**src/rtl/dvp_tx_pkg.sv**
```systemverilog
// Shared types and constants for the DVP test-pattern transmitter.
package dvp_tx_pkg;

  typedef enum logic [2:0] {
    ST_IDLE,
    ST_VSYNC,
    ST_VBACK,
    ST_ACTIVE,
    ST_VFRONT
  } state_e;

  localparam logic [1:0] PAT_BARS  = 2'd0;
  localparam logic [1:0] PAT_RAMP  = 2'd1;
  localparam logic [1:0] PAT_CHECK = 2'd2;
  localparam logic [1:0] PAT_FCNT  = 2'd3;

  localparam logic [15:0] BAR_RGB [8] = '{
    16'hFFFF, 16'hFFE0, 16'h07FF, 16'h07E0,
    16'hF81F, 16'hF800, 16'h001F, 16'h0000
  };

endpackage

```
**src/rtl/dvp_pattern_gen.sv**
```systemverilog
// Combinational RGB565 pixel source: (pattern, x, y, frame count) -> pixel.
module dvp_pattern_gen
  import dvp_tx_pkg::*;
#(
  parameter int H_ACTIVE = 640
) (
  input  logic [1:0]  pattern,
  input  logic [15:0] x,
  input  logic [15:0] y,
  input  logic [15:0] frame_cnt,
  output logic [15:0] pixel
);

  localparam int BAR_W = (H_ACTIVE >= 8) ? H_ACTIVE / 8 : 1;

  logic [15:0] bar;
  logic        unused_bits;

  assign unused_bits = ^{y[15:8], frame_cnt[15:8]};

  always_comb begin
    bar   = x / 16'(BAR_W);
    pixel = 16'h0000;
    case (pattern)
      // columns past the eighth bar (H_ACTIVE not a multiple of 8) stay black
      PAT_BARS:  pixel = (bar > 16'd7) ? BAR_RGB[7] : BAR_RGB[bar[2:0]];
      PAT_RAMP:  pixel = {x[4:0], x[5:0], x[4:0]};
      PAT_CHECK: pixel = (x[4] ^ y[4]) ? 16'hFFFF : 16'h0000;
      default:   pixel = {frame_cnt[7:0], y[7:0]};
    endcase
  end

endmodule

```
**src/rtl/dvp_pattern_tx.sv**
```systemverilog
// Synthetic DVP camera: frame-timing FSM, h/v/div counters and registered outputs.
//   state  | meaning
//   IDLE   | no frame in flight, waiting for enable_i
//   VSYNC  | cmos_vsync high for VSYNC_LINES line periods
//   VBACK  | blank lines before the first active line
//   ACTIVE | V_ACTIVE lines of href/wr/data
//   VFRONT | blank lines; frame_done on the last clock
module dvp_pattern_tx
  import dvp_tx_pkg::*;
#(
  parameter int H_ACTIVE    = 640,
  parameter int H_BLANK     = 160,
  parameter int V_ACTIVE    = 480,
  parameter int VSYNC_LINES = 4,
  parameter int V_BACK      = 20,
  parameter int V_FRONT     = 10,
  parameter int PIX_DIV     = 1
) (
  input  logic        clk_i,
  input  logic        rst_i,
  input  logic        enable_i,
  input  logic [1:0]  pattern_sel_i,
  output logic        cmos_vsync,
  output logic        cmos_href,
  output logic        cmos_16bit_wr,
  output logic [15:0] cmos_16bit_data,
  output logic        frame_done_o,
  output logic [15:0] frame_cnt_o,
  output logic        busy_o
);

  localparam int LINE_CLKS = H_ACTIVE * PIX_DIV + H_BLANK;
  localparam int LT_W      = $clog2(LINE_CLKS);
  localparam int V_MAX1    = (VSYNC_LINES > V_BACK) ? VSYNC_LINES : V_BACK;
  localparam int V_MAX2    = (V_ACTIVE > V_FRONT) ? V_ACTIVE : V_FRONT;
  localparam int V_MAX     = (V_MAX1 > V_MAX2) ? V_MAX1 : V_MAX2;
  localparam int LN_W      = (V_MAX > 1) ? $clog2(V_MAX) : 1;
  localparam int X_W       = (H_ACTIVE > 1) ? $clog2(H_ACTIVE) : 1;
  localparam int Y_W       = (V_ACTIVE > 1) ? $clog2(V_ACTIVE) : 1;

  state_e          state, state_d;
  logic [LT_W-1:0] line_tmr;
  logic [LN_W-1:0] lines_left;
  logic [X_W-1:0]  x;
  logic [Y_W-1:0]  y;
  logic [1:0]      div;
  logic [1:0]      pat_q;
  logic            line_end, frame_tc;
  logic            href_d, wr_d, done_d, start_d;
  logic [15:0]     pixel;

  function automatic logic [LN_W-1:0] lines_of(input state_e s);
    case (s)
      ST_VSYNC:  return LN_W'(VSYNC_LINES - 1);
      ST_VBACK:  return LN_W'(V_BACK - 1);
      ST_ACTIVE: return LN_W'(V_ACTIVE - 1);
      ST_VFRONT: return LN_W'(V_FRONT - 1);
      default:   return '0;
    endcase
  endfunction

  assign line_end = (line_tmr == '0);
  assign frame_tc = line_end && (lines_left == '0);
  // the first H_ACTIVE*PIX_DIV clocks of the down-counting line timer are active
  assign href_d   = (state == ST_ACTIVE) && (line_tmr >= LT_W'(H_BLANK));
  assign wr_d     = href_d && (div == 2'(PIX_DIV - 1));
  assign start_d  = (state_d == ST_VSYNC) && (state != ST_VSYNC);

  always_comb begin
    state_d = state;
    done_d  = 1'b0;
    case (state)
      ST_IDLE:   if (enable_i) state_d = ST_VSYNC;
      ST_VSYNC:  if (frame_tc) state_d = ST_VBACK;
      ST_VBACK:  if (frame_tc) state_d = ST_ACTIVE;
      ST_ACTIVE: if (frame_tc) state_d = ST_VFRONT;
      ST_VFRONT: begin
        if (frame_tc) begin
          done_d  = 1'b1;
          state_d = enable_i ? ST_VSYNC : ST_IDLE;
        end
      end
      default:   state_d = ST_IDLE;
    endcase
  end

  always_ff @(posedge clk_i) begin
    if (rst_i) begin
      state      <= ST_IDLE;
      line_tmr   <= LT_W'(LINE_CLKS - 1);
      lines_left <= '0;
      x          <= '0;
      y          <= '0;
      div        <= '0;
      pat_q      <= PAT_BARS;
    end else begin
      state <= state_d;
      if (state_d != state || state == ST_IDLE) begin
        line_tmr   <= LT_W'(LINE_CLKS - 1);
        lines_left <= lines_of(state_d);
        x          <= '0;
        y          <= '0;
        div        <= '0;
      end else if (line_end) begin
        line_tmr   <= LT_W'(LINE_CLKS - 1);
        lines_left <= lines_left - 1'b1;
        x          <= '0;
        div        <= '0;
        if (state == ST_ACTIVE) y <= y + 1'b1;
      end else begin
        line_tmr <= line_tmr - 1'b1;
        if (wr_d) begin
          x   <= x + 1'b1;
          div <= '0;
        end else if (href_d) begin
          div <= div + 1'b1;
        end
      end
      if (start_d) pat_q <= pattern_sel_i;
    end
  end

  dvp_pattern_gen #(
    .H_ACTIVE (H_ACTIVE)
  ) u_gen (
    .pattern   (pat_q),
    .x         (16'(x)),
    .y         (16'(y)),
    .frame_cnt (frame_cnt_o),
    .pixel     (pixel)
  );

  always_ff @(posedge clk_i) begin
    if (rst_i) begin
      cmos_vsync      <= 1'b0;
      cmos_href       <= 1'b0;
      cmos_16bit_wr   <= 1'b0;
      cmos_16bit_data <= '0;
      frame_done_o    <= 1'b0;
      frame_cnt_o     <= '0;
      busy_o          <= 1'b0;
    end else begin
      cmos_vsync    <= (state == ST_VSYNC);
      cmos_href     <= href_d;
      cmos_16bit_wr <= wr_d;
      if (wr_d) cmos_16bit_data <= pixel;
      frame_done_o  <= done_d;
      if (done_d) frame_cnt_o <= frame_cnt_o + 16'd1;
      busy_o        <= (state != ST_IDLE);
    end
  end

endmodule

```
**config.mk**
```make
export PLATFORM = sky130hd
export DESIGN_NAME = dvp_pattern_tx
export DESIGN_NICKNAME = d
export VERILOG_FILES = /design/src/rtl/dvp_tx_pkg.sv /design/src/rtl/dvp_pattern_gen.sv /design/src/rtl/dvp_pattern_tx.sv
export SDC_FILE = /design/constraint.sdc
export NUM_CORES = 1
export LEC_CHECK = 0
export CAP_MARGIN = 10
export CORE_ASPECT_RATIO = 1.75
export CORE_MARGIN = 2
export CORE_UTILIZATION = 50
export CTS_BUF_LIST = sky130_fd_sc_hd__clkbuf_8
export DETAILED_ROUTE_END_ITERATION = 12
export DONT_BUFFER_PORTS = 1
export PLACE_DENSITY_LB_ADDON = 0.1
export SLEW_MARGIN = 20
export SYNTH_ARGS = -nofsm -noshare
export SYNTH_HDL_FRONTEND = slang
export SYNTH_SLANG_ARGS = --single-unit
```
**constraint.sdc**
```tcl
create_clock -name clk_i -period 5.3 [get_ports clk_i]
set_input_delay 0.53 -clock clk_i [delete_from_list [all_inputs] [get_ports clk_i]]
set_output_delay 0.53 -clock clk_i [all_outputs]
set_load 0.01 [all_outputs]
```
==> flow_summary.ini, run 1 <==
[die]
num_io_pins = 42
dieArea_mm2 = 0.00901
die_h_um = 124
initial_core_util_pct = 51.7
fp.dieW_um = 72.6
rows = 43
coreArea_mm2 = 0.00796

[logic_synthesis]
yosysUniqueCellTypes = 54
syn_nets = 516
synth_top_family_by_area = simple AND/OR/NAND/NOR gates
synthMuxAreaShare_pct = 2.76
yosys.area_share.adder_pct = 2.37
synth_edf_count = 0
synthesis.area_mm2 = 0.00412
async_reset_ff_share_pct = 0
yosys_warnings = 0
synthSimpleGateAreaFrac_pct = 26.9
synth_compound_area_share_pct = 16.9
syn_inst = 504
ys_seq_elements = 81
syn_avg_cell_area_um2 = 8.17
yosysSeqAreaShare_pct = 39.4
yosys_most_used_dff = dfxtp_1
synth_xor_xnor_area_share_pct = 7.23

[power_and_ir_drop]
p_sw_w = 0.000276
seqPwrFrac_pct = 58.0
power_w = 0.00108
clockPowerShare_pct = 36.2
peakVddDrop_uv = 148
combPwrFrac_pct = 5.8
power_leakage_nw = 1.40
power_density_mw_per_mm2 = 253
swShare_pct = 25.6
p_int_w = 0.000803

[grt]
track_usage_pct = 22.4
grt_pass1_vias = 3342
grt_max_degree = 66
grt_first_pass_wirelength_um = 15700
overflow = 0
antenna_found_initial = 0

[clocking]
path_clk_slew_ns = 0.08
post_cts_buffers = 0
holdBufCountCts = 0
root_buffer = clkbuf_8
clock_latency_ns = 0.37
ctsResizeCount = 0
cts.sinks = 81
cts_tree = done
numCtsBuffers = 9
htreeDepth = 3
clock_path_buffers = 2

[worst_setup_path]
crit_chain = inv_1 -> ha_1 -> or4b_4 -> nor3_1 -> nand2_1 -> nand3b_1 -> o32ai_1
rr_startpoint = line_tmr[0]
rr_worst_depth = 7
cp_max_fo = 11
rrSetupSlack_ns = 2.50
crit_start = line_tmr[0]
startpoint_type = register
critPathKind = register to register
worstPathArrival_ns = 3.02
max_stage_delay_ns = 0.66
crit_path_end_kind = register
crit_slowest_cell = nor3_1
r2r-end = lines_left[1]
required_ns = 5.53

[hold_path]
min_path_cells = 1
hold_path.class = primary input to register
hold_start = rst_i
min_to = cmos_href

[routing]
via_per_inst = 5.95
vias = 3456
post_drt_wl_per_cell_um = 16.3
drt_iter0_markers = 203
ant_nets = 0
wl_um = 9480
firstDrtPassIters = 4
drc = 0

[cells_and_area]
multiInputGateArea_mm2 = 0.00232
diodes = 0
fin_area_mm2 = 0.00428
areaGrowthSynthToFinish_pct = 3.80
mostFrequentLayoutCells = dfxtp_1, nor2_1, nand2_1, a21oi_1, nand3_1
final_util_pct = 53.7
final_common_cell = dfxtp_1
fillCellCount = 783
nNetsFinal = 498
drive_gt1_share_pct = 7.33
seq_area_mm2 = 0.00162

[placed_design]
numPortBuffers = 0
dpl_worst_slack_ns = 2.54
dp_hpwl_um = 6730
placed_area_mm2 = 0.00411
gp_congestion = 0.814

[timing]
fin_crit_sh_pct = 52.8
timing.final.ws_setup_ns = 2.50
max_freq_mhz = 358
hold_viol = 0
layout_min_cycle_time_ns = 2.80
maxSlewHeadroom_pct = 42.9
finalSetupViolations = 0
slew_viol_final = 0
worst_pin_slew_ns = 0.856
grt_setup_unrepaired = no
fin_tns_setup_ns = 0
skew_ns = 0.0109

[run_status]
status = completed

[job]
drv_cap = 0
==> worst max path at each step <==
stage / endpoint / slack [ns] / depth (start not counted)
after floorplan: lines_left[4] / 3.01 / 8
after detailed placement: lines_left[1] / 2.54 / 7
after CTS: lines_left[1] / 2.53 / 7
after global routing: lines_left[1] / 2.21 / 7
final: lines_left[1] / 2.50 / 7
after global placement: lines_left[1] / 2.64 / 7
==> sequential cells by signal, summed over array words and instances, names as in the netlist, 3 cells and up <==
signal / count
x: 10
frame_cnt_o: 16
lines_left: 9
state: 3
line_tmr: 10
cmos_16bit_data: 16
y: 8
==> kinds of logic (layout without fill, tap and decap cells) <==
logic type	Yosys count	count (layout)
compound gates	106	106
xor+xnor	34	34
fa+ha+maj	8	8
flops	81	81
simple gates	220	220
mux	11	11
buf+inv	44	31
==> cell type report <==
type                    count  share of cell area, %
multi-input cells         379                   54.2
flip-flops and latches     81                   37.9
clock buffers               9                   2.90
well taps                  90                   2.63
inverters                  14                   1.23
clock inverters             7                  0.907
repair buffers              1                  0.176
==> through the flow <==
step	hold slack, ns	std cells
after detailed placement	0.399	565
after floorplan	0.384	504
after CTS	0.220	581
final	0.237	581
after global routing	0.222	581
after global placement	0.393	565
==> worst max-delay path: cells and delay by family (launching register included) <==
family / cells / cell delay (ns)
AO/OA/AOI/OAI: 1 / 0.13
buffers and inverters: 1 / 0.06
flip-flops: 1 / 0.33
adder cells (fa/ha/maj): 1 / 0.20
AND/OR/NAND/NOR: 4 / 1.94
==> synth_stat cells, drive strengths merged, types with 2 or more instances <==
cell type | n | area (um2)
o221ai | 11 | 96.3
buf | 8 | 48.8
nor4b | 2 | 17.5
o21bai | 6 | 45.0
ha | 7 | 87.6
dfxtp | 81 | 1620
a21oi | 37 | 189
nor2b | 5 | 31.3
a311oi | 3 | 26.3
a31o | 4 | 35.0
nor4 | 10 | 77.6
nand3b | 5 | 37.5
o32ai | 2 | 17.5
clkbuf | 22 | 82.6
a211oi | 11 | 87.6
mux2i | 8 | 80.1
mux2 | 3 | 33.8
a31oi | 5 | 31.3
or2 | 3 | 18.8
nand2 | 47 | 176
inv | 14 | 52.6
or4b | 2 | 23.8
o21a | 3 | 22.5
nand4 | 12 | 81.3
nor3 | 17 | 85.1
or3 | 8 | 50.1
and3 | 3 | 18.8
nor3b | 4 | 30.0
o21ai | 17 | 85.1
nor2 | 64 | 240
xnor2 | 18 | 158
nand3 | 21 | 105
nand2b | 13 | 81.3
xor2 | 16 | 140
==> routing by layer <==
| metal | vias to the layer above | track usage, % | wire length [um] |
|---|---|---|---|
| li1 | 1756 | - | - |
| met1 | 1624 | 24.8 | 3910 |
| met2 | 54 | 39.5 | 5050 |
| met3 | 22 | 4.13 | 231 |
| met4 | 0 | 12.3 | 286 |
| met5 | - | 0 | 0 |
==> power by group through the flow <==
stage | clock network [W] | logic (W) | registers [W]
global placement | 0 | 0.0000618 | 0.000640
CTS | 0.000404 | 0.0000625 | 0.000626
global route | 0.000426 | 0.0000713 | 0.000628
finish | 0.000390 | 0.0000628 | 0.000626
floorplan | 0 | 0.0000623 | 0.000633
detailed placement | 0 | 0.0000621 | 0.000640
Note: power is estimated with default switching activity, not from simulation.
==> run 2, diff against run 1 <==
==> constraint.sdc (replaced) <==
create_clock -name clk_i -period 2.9 [get_ports clk_i]
set_input_delay 0.29 -clock clk_i [delete_from_list [all_inputs] [get_ports clk_i]]
set_output_delay 0.29 -clock clk_i [all_outputs]
set_load 0.01 [all_outputs]
==> flow_summary.ini, run 2 (synthesis gave the netlist of run 1 again) <==
[routing]
drt_iter0_markers = 206
wl_um = 9700
via_per_inst = 5.97
firstDrtPassIters = 5
ant_nets = 0
post_drt_wl_per_cell_um = 16.4
drc = 0
vias = 3522

[grt]
grt_max_degree = 37
grt_pass1_vias = 3247
antenna_found_initial = 0
overflow = 0
grt_first_pass_wirelength_um = 15500
track_usage_pct = 22.4

[clocking]
cts_tree = done
clock_path_buffers = 2
clock_latency_ns = 0.36
root_buffer = clkbuf_8
ctsResizeCount = 0
htreeDepth = 3
cts.sinks = 81
path_clk_slew_ns = 0.09
numCtsBuffers = 9

[timing]
grt_setup_unrepaired = no
skew_ns = 0.0109
max_freq_mhz = 411
fin_tns_setup_ns = 0
maxSlewHeadroom_pct = 56.8
fin_crit_sh_pct = 84.0
holdWs_ns = 0.0312
hold_viol = 0
worst_pin_slew_ns = 0.648
finalSetupViolations = 0
slew_viol_final = 0
timing.final.ws_setup_ns = 0.465
layout_min_cycle_time_ns = 2.43

[die]
die_h_um = 124
rows = 43
num_io_pins = 42
initial_core_util_pct = 51.7
dieArea_mm2 = 0.00901
coreArea_mm2 = 0.00796
fp.dieW_um = 72.6

[worst_setup_path]
cp_max_fo = 9
crit_top_cell = or3_1
worstPathArrival_ns = 2.71
rrSetupSlack_ns = 0.47
crit_path_end_kind = register
r2r-end = lines_left[4]
rr_worst_depth = 7
critPathKind = register to register
critPathTopFamily = simple AND/OR/NAND/NOR gates
startpoint_type = register
crit_slowest_cell = or4b_4
crit_buf_inv = 1
crit_chain = inv_1 -> ha_1 -> or4b_4 -> or3_1 -> or3_1 -> xor2_1 -> a211oi_2
required_ns = 3.18
rr_startpoint = line_tmr[0]
max_stage_delay_ns = 0.53

[cells_and_area]
mostFrequentLayoutCells = dfxtp_1, nor2_1, nand2_1, a21oi_1, nand3_1
final_common_cell = dfxtp_1
diodes = 0
drive_gt1_share_pct = 8.80
nNetsFinal = 507
areaGrowthSynthToFinish_pct = 7.81
top_regs = cmos_16bit_data x16, frame_cnt_o x16

[hold_path]
hold_path.class = primary input to register
min_path_cells = 1
hold_start = rst_i
min_to = cmos_16bit_data[1]

[power_and_ir_drop]
peakVddDrop_uv = 383
power_density_mw_per_mm2 = 512
power_leakage_nw = 1.48

[placed_design]
numPortBuffers = 0
dp_hpwl_um = 6670
gp_congestion = 0.863
dpl_worst_slack_ns = 0.473

[run_status]
status = completed

[job]
drv_cap = 0
run 2: changes by cell type in the layout (fill, tap and decap cells not counted):
cell           change
buf_4              +6
bufinv_16          +3
clkinv_2           -3
dlygate4sd3_1      +2
buf_12             +1
clkinv_4           +1
inv_1              -1
run 2: through the flow:
step,total power [W],utilization (%),cell area (um2),instances
floorplan,0.00127,-,4120,504
global placement,0.00129,52.2,4160,571
detailed placement,0.00129,52.2,4160,571
CTS,0.00230,55.6,4430,589
global route,0.00237,55.8,4440,590
finish,0.00227,55.8,4440,590
run 2: how the worst max path moves through the flow:
stage | startpoint | slack, ns | end | cells after the start
finish | line_tmr[0] | 0.47 | lines_left[4] | 7
global route | line_tmr[0] | 0.25 | frame_cnt_o[12] | 7
CTS | line_tmr[0] | 0.46 | frame_cnt_o[12] | 7
detailed placement | line_tmr[0] | 0.47 | frame_cnt_o[12] | 7
global placement | line_tmr[0] | 0.50 | frame_cnt_o[12] | 7
floorplan | line_tmr[0] | 0.61 | lines_left[4] | 8
run 2: power by group:
part           internal [W]  total (W)  switching (W)
Combinational     0.0000530   0.000135      0.0000818
Clock              0.000571   0.000996       0.000425
Sequential          0.00112    0.00114      0.0000208
Total               0.00175    0.00227       0.000527
run 2: cell type report:
cell class	count	area (um2)
fill	733	3520
tap	90	113
sequential	81	1620
inverter	14	52.6
clock buffer	9	124
multi-input combinational	379	2320
timing repair buffer	10	92.6
clock inverter	7	119
run 2: timing repair:
| action | 4_1_cts | 5_1_grt |
|---|---|---|
| buffers inserted | 0 | 0 |
| hold endpoints to repair | 29 | 1 |
| hold buffers | 2 | 1 |
run 2: routing by layer:
layer,vias to the layer above,GRT usage [%],routed length [um]
met5,-,0,0
met4,0,10.5,266
met3,20,5.99,355
met2,66,39.3,5210
met1,1659,24.6,3870
li1,1777,-,-
